<file path="config.mk">
export PLATFORM = sky130hd
export DESIGN_NAME = csa_accum_sequencer_flat
export DESIGN_NICKNAME = d
export VERILOG_FILES = /design/src/rtl/csa_pkg.sv /design/src/rtl/csa_accum_sequencer_if.sv /design/src/rtl/csa_accum_sequencer_group_buffer.sv /design/src/rtl/csa_tree_6x4.sv /design/src/rtl/csa_accum_sequencer.sv /design/src/flat_wrapper.sv
export SDC_FILE = /design/constraint.sdc
export NUM_CORES = 1
export LEC_CHECK = 0
export ABC_AREA = 1
export BUFFER_PORTS_ARGS = -buffer_cell sky130_fd_sc_hd__buf_4
export CORE_ASPECT_RATIO = 0.9
export CORE_MARGIN = 10
export CORE_UTILIZATION = 35
export CTS_CLUSTER_DIAMETER = 80
export DETAILED_ROUTE_END_ITERATION = 8
export PLACE_DENSITY = 0.63
export SLEW_MARGIN = 0
export SYNTH_ARGS = -nofsm -noshare
export SYNTH_HDL_FRONTEND = slang
export SYNTH_HIERARCHICAL = 1
export SYNTH_SLANG_ARGS = --single-unit
</file>
<file path="constraint.sdc">
create_clock -name clk -period 10 [get_ports clk]
set_clock_uncertainty 0.2 [all_clocks]
set_input_delay 1.5 -clock clk [delete_from_list [all_inputs] [get_ports clk]]
set_output_delay 1.5 -clock clk [all_outputs]
set_load 0.005 [all_outputs]
</file>
<file path="src/rtl/csa_pkg.sv">
// Shared definitions for the carry-save accumulate sequencer.
//   - Group geometry: six 4-bit operands per tree pass, 7-bit tree result.
//   - Controller state encoding.
package csa_pkg;

    localparam int unsigned GROUP_SIZE = 6;
    localparam int unsigned OPER_W     = 4;
    localparam int unsigned TREE_W     = 7;
    // Slot index runs 0..GROUP_SIZE, so it needs room for the value 6.
    localparam int unsigned IDX_W      = 3;

    typedef logic [OPER_W-1:0]           oper_t;
    typedef oper_t [GROUP_SIZE-1:0]      group_t;

    typedef enum logic [1:0] {
        ST_IDLE,
        ST_COLLECT,
        ST_ADD,
        ST_DONE
    } state_t;

endpackage

</file>
<file path="src/rtl/csa_accum_sequencer_if.sv">
// Job / operand / result bundle for csa_accum_sequencer.
//   start, op_count            : job request (source -> sequencer)
//   in_valid, in_data, in_ready: operand stream (source <-> sequencer)
//   out_valid, out_ready,
//   out_sum, out_overflow      : result handshake (sequencer <-> consumer)
//   busy                       : sequencer not in IDLE
// master = source/consumer side, slave = sequencer side.
interface csa_accum_sequencer_if #(
    parameter int unsigned ACC_W = 16,
    parameter int unsigned CNT_W = 8
);
    logic                     start;
    logic [CNT_W-1:0]         op_count;
    logic                     in_valid;
    logic                     in_ready;
    logic [csa_pkg::OPER_W-1:0] in_data;
    logic                     out_valid;
    logic                     out_ready;
    logic [ACC_W-1:0]         out_sum;
    logic                     out_overflow;
    logic                     busy;

    modport master (
        output start, op_count, in_valid, in_data, out_ready,
        input  in_ready, out_valid, out_sum, out_overflow, busy
    );

    modport slave (
        input  start, op_count, in_valid, in_data, out_ready,
        output in_ready, out_valid, out_sum, out_overflow, busy
    );
endinterface

</file>
<file path="src/rtl/csa_accum_sequencer_group_buffer.sv">
// operand_group_buffer: six operand slots filled in order.
//   i_clk, i_rst_n : clock, synchronous active-low reset
//   i_clr          : clear all slots and the write index (wins over write)
//   i_wr_en        : store i_wr_data at the current index, then advance
//   o_slots        : slot contents, unfilled slots read as zero
//   o_idx          : next slot to write (0..GROUP_SIZE)
//   o_full         : all GROUP_SIZE slots written; further writes dropped
module operand_group_buffer
    import csa_pkg::*;
(
    input  logic              i_clk,
    input  logic              i_rst_n,
    input  logic              i_clr,
    input  logic              i_wr_en,
    input  oper_t             i_wr_data,
    output group_t            o_slots,
    output logic [IDX_W-1:0]  o_idx,
    output logic              o_full
);

    group_t           r_slots;
    logic [IDX_W-1:0] r_idx;
    logic             w_full;

    assign w_full = (r_idx == IDX_W'(GROUP_SIZE));

    always_ff @(posedge i_clk) begin
        if (!i_rst_n || i_clr) begin
            r_slots <= '0;
            r_idx   <= '0;
        end else if (i_wr_en && !w_full) begin
            r_slots[r_idx] <= i_wr_data;
            r_idx          <= r_idx + 1'b1;
        end
    end

    assign o_slots = r_slots;
    assign o_idx   = r_idx;
    assign o_full  = w_full;

endmodule

</file>
<file path="src/rtl/csa_tree_6x4.sv">
// Six-operand 4-bit carry-save adder tree, fully combinational.
//   i_a..i_f : unsigned 4-bit operands
//   o_sum    : 7-bit sum (max 90, so the 7-bit result is exact)
// Three levels of 3:2 compression followed by one carry-propagate add.
module csa_tree_6x4 (
    input  logic [3:0] i_a,
    input  logic [3:0] i_b,
    input  logic [3:0] i_c,
    input  logic [3:0] i_d,
    input  logic [3:0] i_e,
    input  logic [3:0] i_f,
    output logic [6:0] o_sum
);

    function automatic logic [6:0] fa_s(input logic [6:0] x, input logic [6:0] y, input logic [6:0] z);
        return x ^ y ^ z;
    endfunction

    // Majority shifted up one bit; the dropped MSB is never set because the
    // true total fits in 7 bits.
    function automatic logic [6:0] fa_c(input logic [6:0] x, input logic [6:0] y, input logic [6:0] z);
        return ((x & y) | (x & z) | (y & z)) << 1;
    endfunction

    logic [6:0] w_a, w_b, w_c, w_d, w_e, w_f;
    logic [6:0] w_s1, w_c1, w_s2, w_c2, w_s3, w_c3, w_s4, w_c4;

    assign w_a = {3'b000, i_a};
    assign w_b = {3'b000, i_b};
    assign w_c = {3'b000, i_c};
    assign w_d = {3'b000, i_d};
    assign w_e = {3'b000, i_e};
    assign w_f = {3'b000, i_f};

    assign w_s1 = fa_s(w_a, w_b, w_c);
    assign w_c1 = fa_c(w_a, w_b, w_c);
    assign w_s2 = fa_s(w_d, w_e, w_f);
    assign w_c2 = fa_c(w_d, w_e, w_f);

    assign w_s3 = fa_s(w_s1, w_c1, w_s2);
    assign w_c3 = fa_c(w_s1, w_c1, w_s2);

    assign w_s4 = fa_s(w_s3, w_c3, w_c2);
    assign w_c4 = fa_c(w_s3, w_c3, w_c2);

    assign o_sum = w_s4 + w_c4;

endmodule

</file>
<file path="src/rtl/csa_accum_sequencer.sv">
// csa_accum_sequencer: sums a stream of 4-bit operands, six at a time,
// through the six-operand carry-save tree into a wide accumulator.
//   clk    : single clock
//   rst_n  : synchronous active-low reset; aborts any job silently
//   bus    : slave side of csa_accum_sequencer_if (job start, operand
//            stream, result handshake, busy)
// Flow: IDLE -> COLLECT (fill up to six slots) -> ADD (acc += tree) ->
// COLLECT again or DONE once every operand has been taken.
module csa_accum_sequencer
    import csa_pkg::*;
#(
    parameter int unsigned ACC_W = 16,
    parameter int unsigned CNT_W = 8
) (
    input  logic                   clk,
    input  logic                   rst_n,
    csa_accum_sequencer_if.slave   bus
);

    state_t            r_state;
    logic [CNT_W-1:0]  r_remaining;
    logic [ACC_W-1:0]  r_acc;
    logic              r_overflow;
    logic              r_in_ready;
    logic              r_out_valid;
    logic              r_busy;

    group_t            w_slots;
    logic [IDX_W-1:0]  w_idx;
    logic              w_full;
    logic [TREE_W-1:0] w_tree_sum;
    logic              w_start_ok;
    logic              w_accept;
    logic              w_last_accept;
    logic              w_buf_clr;
    logic [ACC_W:0]    w_acc_next;

    assign w_start_ok = (r_state == ST_IDLE) && bus.start;
    assign w_accept   = r_in_ready && bus.in_valid && !w_full;

    // The accept that fills slot 5 or takes the final operand ends the group.
    assign w_last_accept = w_accept &&
                           ((w_idx == IDX_W'(GROUP_SIZE - 1)) ||
                            (r_remaining == CNT_W'(1)));

    assign w_buf_clr  = w_start_ok || (r_state == ST_ADD);

    // One extra bit catches the carry out of the accumulator MSB.
    assign w_acc_next = {1'b0, r_acc} + (ACC_W + 1)'(w_tree_sum);

    operand_group_buffer u_group_buffer (
        .i_clk     (clk),
        .i_rst_n   (rst_n),
        .i_clr     (w_buf_clr),
        .i_wr_en   (w_accept),
        .i_wr_data (bus.in_data),
        .o_slots   (w_slots),
        .o_idx     (w_idx),
        .o_full    (w_full)
    );

    csa_tree_6x4 u_tree (
        .i_a   (w_slots[0]),
        .i_b   (w_slots[1]),
        .i_c   (w_slots[2]),
        .i_d   (w_slots[3]),
        .i_e   (w_slots[4]),
        .i_f   (w_slots[5]),
        .o_sum (w_tree_sum)
    );

    // Handshake outputs are registered alongside the state so each one is a
    // direct flop of "next state is X".
    always_ff @(posedge clk) begin
        if (!rst_n) begin
            r_state     <= ST_IDLE;
            r_remaining <= '0;
            r_acc       <= '0;
            r_overflow  <= 1'b0;
            r_in_ready  <= 1'b0;
            r_out_valid <= 1'b0;
            r_busy      <= 1'b0;
        end else begin
            case (r_state)
                ST_IDLE: begin
                    if (w_start_ok) begin
                        r_remaining <= bus.op_count;
                        r_acc       <= '0;
                        r_overflow  <= 1'b0;
                        r_busy      <= 1'b1;
                        if (bus.op_count == '0) begin
                            r_state     <= ST_DONE;
                            r_out_valid <= 1'b1;
                        end else begin
                            r_state    <= ST_COLLECT;
                            r_in_ready <= 1'b1;
                        end
                    end
                end

                ST_COLLECT: begin
                    if (w_accept) begin
                        r_remaining <= r_remaining - 1'b1;
                    end
                    if (w_last_accept) begin
                        r_state    <= ST_ADD;
                        r_in_ready <= 1'b0;
                    end
                end

                ST_ADD: begin
                    r_acc      <= w_acc_next[ACC_W-1:0];
                    r_overflow <= r_overflow | w_acc_next[ACC_W];
                    if (r_remaining == '0) begin
                        r_state     <= ST_DONE;
                        r_out_valid <= 1'b1;
                    end else begin
                        r_state    <= ST_COLLECT;
                        r_in_ready <= 1'b1;
                    end
                end

                ST_DONE: begin
                    if (bus.out_ready) begin
                        r_state     <= ST_IDLE;
                        r_out_valid <= 1'b0;
                        r_busy      <= 1'b0;
                    end
                end

                default: begin
                    r_state     <= ST_IDLE;
                    r_in_ready  <= 1'b0;
                    r_out_valid <= 1'b0;
                    r_busy      <= 1'b0;
                end
            endcase
        end
    end

    assign bus.in_ready     = r_in_ready;
    assign bus.out_valid    = r_out_valid;
    assign bus.out_sum      = r_acc;
    assign bus.out_overflow = r_overflow;
    assign bus.busy         = r_busy;

endmodule
</file>
<file path="src/flat_wrapper.sv">
// flat-port wrapper written by rule: the top's interface ports become plain ports
module csa_accum_sequencer_flat import csa_pkg::*;
#(
    parameter int unsigned ACC_W = 16,
    parameter int unsigned CNT_W = 8
)
  (clk, rst_n, bus_start, bus_op_count, bus_in_valid, bus_in_data, bus_out_ready, bus_in_ready, bus_out_valid, bus_out_sum, bus_out_overflow, bus_busy);
  csa_accum_sequencer_if #(.ACC_W(ACC_W), .CNT_W(CNT_W)) bus_i ();
  input  logic clk;
  input  logic rst_n;
  input wire logic [$bits(bus_i.start)-1:0] bus_start;
  input wire logic [$bits(bus_i.op_count)-1:0] bus_op_count;
  input wire logic [$bits(bus_i.in_valid)-1:0] bus_in_valid;
  input wire logic [$bits(bus_i.in_data)-1:0] bus_in_data;
  input wire logic [$bits(bus_i.out_ready)-1:0] bus_out_ready;
  output wire logic [$bits(bus_i.in_ready)-1:0] bus_in_ready;
  output wire logic [$bits(bus_i.out_valid)-1:0] bus_out_valid;
  output wire logic [$bits(bus_i.out_sum)-1:0] bus_out_sum;
  output wire logic [$bits(bus_i.out_overflow)-1:0] bus_out_overflow;
  output wire logic [$bits(bus_i.busy)-1:0] bus_busy;
  assign bus_i.start = bus_start;
  assign bus_i.op_count = bus_op_count;
  assign bus_i.in_valid = bus_in_valid;
  assign bus_i.in_data = bus_in_data;
  assign bus_i.out_ready = bus_out_ready;
  assign bus_in_ready = bus_i.in_ready;
  assign bus_out_valid = bus_i.out_valid;
  assign bus_out_sum = bus_i.out_sum;
  assign bus_out_overflow = bus_i.out_overflow;
  assign bus_busy = bus_i.busy;
  csa_accum_sequencer #(.ACC_W(ACC_W), .CNT_W(CNT_W)) u_core (.clk(clk), .rst_n(rst_n), .bus(bus_i));
endmodule
</file>
## Word level (Yosys, flattened, before mapping)

Index checks and enable logic that the tools add are counted.

| word-level totals | value |
|---|---|
| register bits after elaboration | 57 |
| bits in latches | 0 |
| bits in writable memories | 0 |
| memory bits (read-only) | 0 |
| bits of input ports | 17 |
| output and inout bits | 20 |
| word-level logic and storage cells | 116 |
| memories | 0 |

| cells by class | value |
|---|---|
| $add $sub $neg | 4 |
| $mul | 0 |
| div/mod/pow operators | 0 |
| magnitude comparators | 2 |
| equality and inequality tests | 14 |
| shift-type cells | 0 |
| mux-type cells | 28 |
| bitwise logic cells | 29 |
| reduce and logical (&&, ||, !) cells | 25 |

Operators by type and width:

| kind | count |
|---|---|
| 16-bit case mux with 2 select lines | 1 |
| 4-bit bitwise AND | 6 |
| 24-bit bitwise mux | 1 |
| 6-bit by 5-bit bitwise AND with 6-bit output | 3 |
| 6-bit bitwise OR | 3 |
| 16-bit by 7-bit adder with 17-bit output | 1 |
| 8-bit zero test | 2 |
| 16-bit two-way mux | 1 |
| 8-bit two-way mux | 2 |
| 4-bit bitwise OR | 4 |
| 8-bit case mux with 2 select lines | 1 |
| 4-bit XOR | 4 |
| 4-bit demux with 3-bit select | 1 |
| 2-bit != test (second input constant) | 6 |
| 1-bit two-way mux | 10 |
| 2-bit two-way mux | 5 |
| 5-bit AND reduction | 2 |
| 3-bit AND reduction | 3 |
| 8-bit by 1-bit equality test with 1-bit output (second input constant) | 1 |
| 2-bit case mux with 4 select lines | 1 |
| 8-bit by 1-bit subtractor with 8-bit output (second input constant) | 1 |
| 7-bit adder | 1 |
| 7-bit by 4-bit XOR with 7-bit output | 1 |
| 7-bit by 5-bit XOR with 7-bit output | 1 |
| 24 further kinds | 40 |

## Longest topological paths before layout

| logic depth | value |
|---|---|
| depth in word-level cells | 13 |
| gate-level depth with buffers | 22 |
| depth with buffers taken out | 22 |

## Cells and area by module

Netlist, hierarchy kept.

Modules (own cells, without submodules):

| module | instances | cells an instance | area each (um2) | sequential area each (um2) |
|---|---|---|---|---|
| csa_accum_sequencer | 1 | 325 | 2011.9 | 600.6 |
| operand_group_buffer | 1 | 171 | 1191.1 | 540.5 |
| csa_tree_6x4 | 1 | 54 | 510.5 | 0.0 |

## Least setup slack after synthesis

OpenSTA, ideal clock, no wires.

| timing path | value |
|---|---|
| path kind | reg-to-reg |
| from | register u_core.u_group_buffer.r_slots, in the netlist u_core/u_group_buffer/o_slots[2] |
| to | register u_core.r_acc[9] (netlist: u_core/bus.out_sum[9]) |
| setup time | 109 ps |
| arrival | 3593 ps |
| data required time | 9691 ps |
| path slack | 6098 ps |
| cell stages (with the launch flop) | 18 |
| path buffers | 0 |
| clock period less this slack | 3902 ps |
| cell sequence | dfxtp_1 -> fa_1 -> fa_1 -> fa_1 -> ha_1 -> inv_1 -> fa_1 -> xnor2_1 -> ha_1 -> nand2_1 -> nor2_1 -> nand3_1 -> nand2_1 -> nand2_1 -> nand2_1 -> o211ai_1 -> nand2_1 -> inv_1 |

| on the way | value |
|---|---|
| elaborated cells between the ends (all ways) | 23 |
| classes of those cells | add/sub (2); mux (1); bitwise (20) |

RTL lines:

| item | line | RTL |
|---|---|---|
| start, declared | csa_accum_sequencer_group_buffer.sv:21 | `group_t r_slots;` |
| start signal, assigned by index | csa_accum_sequencer_group_buffer.sv:32 | `r_slots[r_idx] <= i_wr_data;` |
| 4-bit bitwise AND / 4-bit XOR (equally long branches) | csa_tree_6x4.sv:22, csa_tree_6x4.sv:16 |  |
| 4-bit bitwise OR / 4-bit XOR (equally long branches) | csa_tree_6x4.sv:22, csa_tree_6x4.sv:16 |  |
| 4-bit bitwise OR, or another cell as far along | csa_tree_6x4.sv:22 | `return ((x & y) \| (x & z) \| (y & z)) << 1;` |
| 6-bit by 5-bit bitwise AND with 6-bit output, or another cell as far along | csa_tree_6x4.sv:22 |  |
| 6-bit bitwise OR, or another cell as far along | csa_tree_6x4.sv:22 |  |
| 6-bit by 5-bit bitwise OR with 6-bit output, or another cell as far along | csa_tree_6x4.sv:22 |  |
| 7-bit XOR / 6-bit bitwise OR (equally long branches) | csa_tree_6x4.sv:16, csa_tree_6x4.sv:22 |  |
| 7-bit by 5-bit XOR with 7-bit output / 6-bit bitwise OR (equally long branches) | csa_tree_6x4.sv:16, csa_tree_6x4.sv:22 |  |
| 7-bit adder (*) | csa_tree_6x4.sv:46 | `assign o_sum = w_s4 + w_c4;` |
| named net u_core.w_tree_sum[4] | csa_accum_sequencer.sv:31 | `logic [TREE_W-1:0] w_tree_sum;` |
| 16-bit by 7-bit adder with 17-bit output (*) | csa_accum_sequencer.sv:49 | `assign w_acc_next = {1'b0, r_acc} + (ACC_W + 1)'(w_tree_sum);` |
| 16-bit case mux with 2 select lines (*) | csa_accum_sequencer.sv:84 | `case (r_state)` |
| end signal, assigned | csa_accum_sequencer.sv:112 | `r_acc <= w_acc_next[ACC_W-1:0];` |
| end, declared | csa_accum_sequencer.sv:22 | `logic [ACC_W-1:0] r_acc;` |

Mark *: on every way through the listed nets, which the timed path passes. The rest lies on a longest branch.
A chain may end at the register's enable or synchronous reset.

## Worst setup path after layout

| timing path | value |
|---|---|
| from | register u_core.u_group_buffer.r_slots, in the netlist u_core/u_group_buffer/o_slots[14] |
| to | register u_core.r_acc[13] (netlist: u_core/bus.out_sum[13]) |

| on the way | value |
|---|---|
| word-level cells in the longest chain between the ends | 11 |
| elaborated cells between the ends (all ways) | 21 |
| classes of those cells | add/sub (2); mux (1); bitwise (18) |

RTL lines:

| item | line | RTL |
|---|---|---|
| 4-bit XOR (2 in a row) | csa_tree_6x4.sv:16 | `return x ^ y ^ z;` |
| 6-bit by 4-bit bitwise AND with 6-bit output | csa_tree_6x4.sv:22 |  |
| 6-bit bitwise OR | csa_tree_6x4.sv:22 |  |
| 6-bit by 5-bit bitwise OR with 6-bit output | csa_tree_6x4.sv:22 |  |
| 6-bit bitwise AND | csa_tree_6x4.sv:22 |  |
| 6-bit bitwise OR (2 in a row) | csa_tree_6x4.sv:22 |  |
| 7-bit adder (*) | csa_tree_6x4.sv:46 |  |
| named net u_core.w_tree_sum[4] | csa_accum_sequencer.sv:31 |  |
| 16-bit by 7-bit adder with 17-bit output (*) | csa_accum_sequencer.sv:49 |  |
| 16-bit case mux with 2 select lines (*) | csa_accum_sequencer.sv:84 |  |

Marks and branches as above.

==> impl_metrics.csv <==
group,metric,value,unit
run_status,run_status,"complete, no violations",
worst_setup_path,worstSetupEndpointType,"flop",
drt,drc_violations_left,0,
global_route,groute.layer.met1.usage,16.2,%
yosys,synth_top_area_cell,"sky130_fd_sc_hd__dfxtp_1",
drt,drt_pass1_iterations,4,
yosys,synth_top_area_share,30.7,%
clock_network,clock-sinks,57,
placed_design,placedCellCount,706,
worst_setup_path,worst_path_most_repeated_cell,"sky130_fd_sc_hd__nand2_1",
final_layout,layout-area-overhead-vs-synth,18.3,%
sta,period_minus_slack,4180,ps
placed_design,dp_hpwl,6.85,mm
global_route,groute.layer.met2.usage,19.5,%
final_layout,drive_above_1_share,12.9,%
drt,route.antenna.remaining_nets,0,
floorplan,row_count,35,
final_layout,number_of_cells_in_the_finished_layout_apart_from_fillers,720,
yosys,synth_area_per_cell,6.75,µm²
floorplan,die_height,118,µm
drt,routed_wire_length_per_instance,12.6,µm
drt,detailedRoute.firstIterationViolations,184,
yosys,synth_warnings,6,
global_route,largest_net_degree_at_the_start_of_global_routing,28,
floorplan,dieArea,15100,µm²
floorplan,coreArea,10300,µm²
yosys,synth_top_flop_cell,"sky130_fd_sc_hd__dfxtp_1",
yosys,yosys.cell_types.count,34,
clock_network,cts_tree,"built",
power_and_ir_drop,p_leak,0.00198,µW
clock_network,cts.repair.resized,0,
worst_setup_path,path_delay_family,"adder cells",
worst_setup_path,cp_slowest_stage_delay,580,ps
worst_hold_path,hold_depth,2,
flow_run,cap_viol_max_count,0,
yosys,synth-seq-area-share,30.7,%
drt,routed_via_density,4.81,
worst_setup_path,reg2regPathDepth,17,
sta,setup_tns_after_final_layout,0,ps
drt,vias,3464,
clock_network,clkTransAtPathRegs,50,ps
placed_design,preCtsSetupSlack,5830,ps
yosys,synth.net_count,600,
sta,grt_setup_unrepaired,"false",
sta,min_period_over_period,41.8,%
global_route,number_of_antenna_violations_at_the_first_check_in_global_routing,0,
final_layout,nets,638,
power_and_ir_drop,pwr_density_cell,152,nW/µm²
clock_network,clkLatencyLatePin,330,ps
yosys,synth.top_cells.by_area,"sky130_fd_sc_hd__dfxtp_1 (31%), sky130_fd_sc_hd__nand2_1 (16%), sky130_fd_sc_hd__fa_1 (9.2%)",
clock_network,cts-htree-levels,3,
placed_design,globalplace.congestion,0.851,
worst_setup_path,critical_path_arrival,4200,ps
floorplan,die_w,129,µm
global_route,grt.busiest_layer,"met2",
yosys,post_synth_instance_area,3710,µm²
yosys,ys_ff_latch,57,
floorplan,floorplan.io_pins,37,
power_and_ir_drop,vdd_ir_drop_max,77.7,µV
clock_network,post_cts_setup_driven_buffer_insertion_count,0,
sta,timing.final.hold_violations,0,
yosys,post_synth_inst_count,550,
clock_network,hold_buffers,0,
sta,setup_viol_count_final,0,
yosys,synth_async_sr_flop_share,0,%
drt,routed_wirelength,9.06,mm
worst_setup_path,cp.depth,17,
worst_hold_path,hold_path.class,"reg -> reg",
sta,max_freq,239,MHz
final_layout,antenna_cells,0,
worst_setup_path,slowest_stage,"sky130_fd_sc_hd__fa_1",
worst_setup_path,critical_path_required,10020,ps
worst_setup_path,timing.critical_path.fanout_max,6,
worst_setup_path,combined_buffer_and_inverter_count_along_the_critical_path,1,
global_route,grt_pass1_wl,15.9,mm
global_route,gr-total-overflow,0,
worst_setup_path,critical_path_class,"reg -> reg",
worst_setup_path,timing.critical_path.cells,"fa_1 -> fa_1 -> fa_1 -> ha_1 -> inv_1 -> fa_1 -> xnor2_1 -> ha_1 -> nand2_1 -> nor2_1 -> nand3_1 -> nand2_1 -> nand2_1 -> nand2_1 -> nand2_1 -> nor2_1 -> nor2_1",
sta,post-route-worst-setup-slack,5820,ps
worst_setup_path,start_kind,"flop",
global_route,first_global_vias,3368,
sta,worst_slew_margin_relative_to_its_limit,31.9,%
yosys,synth_most_common_cell,"sky130_fd_sc_hd__nand2_1",
yosys,synth.cells.most_frequent,"sky130_fd_sc_hd__nand2_1 (154), sky130_fd_sc_hd__nor2_1 (83), sky130_fd_sc_hd__inv_1 (65)",
global_route,use_met3,3.38,%
power_and_ir_drop,sum_of_internal_switching_and_leakage_power,669,µW
clock_network,clk_root_buffer_cell,"sky130_fd_sc_hd__clkbuf_16",
global_route,track_usage,12.6,%
sta,tightest_slew,1020,ps
clock_network,cts_buffer_depth,2,
floorplan,start_util,36.1,%
yosys,synth_edf_count,0,
clock_network,cts_buffers,9,
placed_design,io_buffers,36,
sta,final_slew_violations,0,
layout by cell type, fill, tap and decap left out, types with 2 or more instances in the layout:
master	count
sky130_fd_sc_hd__nand2_1	154
sky130_fd_sc_hd__inv_4	2
sky130_fd_sc_hd__nand2_2	2
sky130_fd_sc_hd__a31oi_1	4
sky130_fd_sc_hd__a21oi_1	30
sky130_fd_sc_hd__clkinv_2	2
sky130_fd_sc_hd__xnor2_1	2
sky130_fd_sc_hd__nor2_2	12
sky130_fd_sc_hd__nand3_1	49
sky130_fd_sc_hd__dfxtp_1	57
sky130_fd_sc_hd__o22ai_1	2
sky130_fd_sc_hd__nor2_1	83
sky130_fd_sc_hd__nor4_1	2
sky130_fd_sc_hd__or2_2	2
sky130_fd_sc_hd__a21oi_2	2
sky130_fd_sc_hd__a21o_1	2
sky130_fd_sc_hd__inv_2	4
sky130_fd_sc_hd__inv_1	65
sky130_fd_sc_hd__buf_4	36
sky130_fd_sc_hd__bufinv_16	2
sky130_fd_sc_hd__ha_1	16
sky130_fd_sc_hd__clkbuf_16	9
sky130_fd_sc_hd__o21ai_0	22
sky130_fd_sc_hd__fa_1	17
sky130_fd_sc_hd__o211ai_1	3
tightest hold or removal path, stage by stage (launching register included):
cell and delay [ps]:
sky130_fd_sc_hd__dfxtp_1 300, sky130_fd_sc_hd__inv_1 50, sky130_fd_sc_hd__a21oi_1 50
power by group:
part	internal, µW	switching (µW)
Clock	214	105
Combinational	36.1	68.2
Sequential	237	8.79
layout make-up:
cell class	instances	area, µm²
inverter	71	272
tap	129	161
timing repair buffer	36	270
clock buffer	10	229
fill	1077	5900
multi-input combinational	413	2250
clock inverter	4	70.1
sequential	57	1140
metal layers:
metal / vias up / share of wire [%]
met2: 64 / 47
met5: - / 0
met1: 1580 / 47
met3: 12 / 4.3
met4: 0 / 1.8
li1: 1808 / -
logic make-up after synthesis:
kind of cell	count (synthesis)	synth area share [%]
AO/OA/AOI/OAI	67	10.2
XOR/XNOR	3	0.708
adder cells (fa/ha/maj)	33	14.6
buffers and inverters	80	8.73
flip-flops	57	30.7
multiplexers	1	0.270
AND/OR/NAND/NOR	309	34.8
final timing paths:
path	slack, ps	from	to
worst max register to register	5820	u_core/u_group_buffer/o_slots[14]$_SDFFE_PP0P_	u_core/bus.out_sum[13]$_SDFFE_PN0P_
worst max-delay path	5820	u_core/u_group_buffer/o_slots[14]$_SDFFE_PP0P_	u_core/bus.out_sum[13]$_SDFFE_PN0P_
worst min register to register	250	u_core/bus.out_valid$_SDFFE_PN0P_	u_core/bus.out_valid$_SDFFE_PN0P_
worst min-delay path	250	u_core/bus.out_valid$_SDFFE_PN0P_	u_core/bus.out_valid$_SDFFE_PN0P_
stage by stage:
| step | util (%) | instance area [µm²] | hold slack (ps) |
|---|---|---|---|
| after floorplan | - | 3710 | 244 |
| after global placement | 39.8 | 4090 | 243 |
| after detailed placement | 39.8 | 4090 | 247 |
| after CTS | 42.7 | 4390 | 255 |
| after global routing | 42.7 | 4390 | 296 |
| final | 42.7 | 4390 | 253 |
state kept, by name (all words and copies together) (netlist names):
register and flops:
u_core/bus.busy 1, u_core/bus.in_ready 1, u_core/r_state 2, u_core/bus.out_overflow 1, u_core/u_group_buffer/o_idx 3, u_core/bus.out_valid 1, u_core/bus.out_sum 16, u_core/r_remaining 8
u_core/u_group_buffer/o_slots 24
No activity file was read; power rests on OpenSTA's default activity.
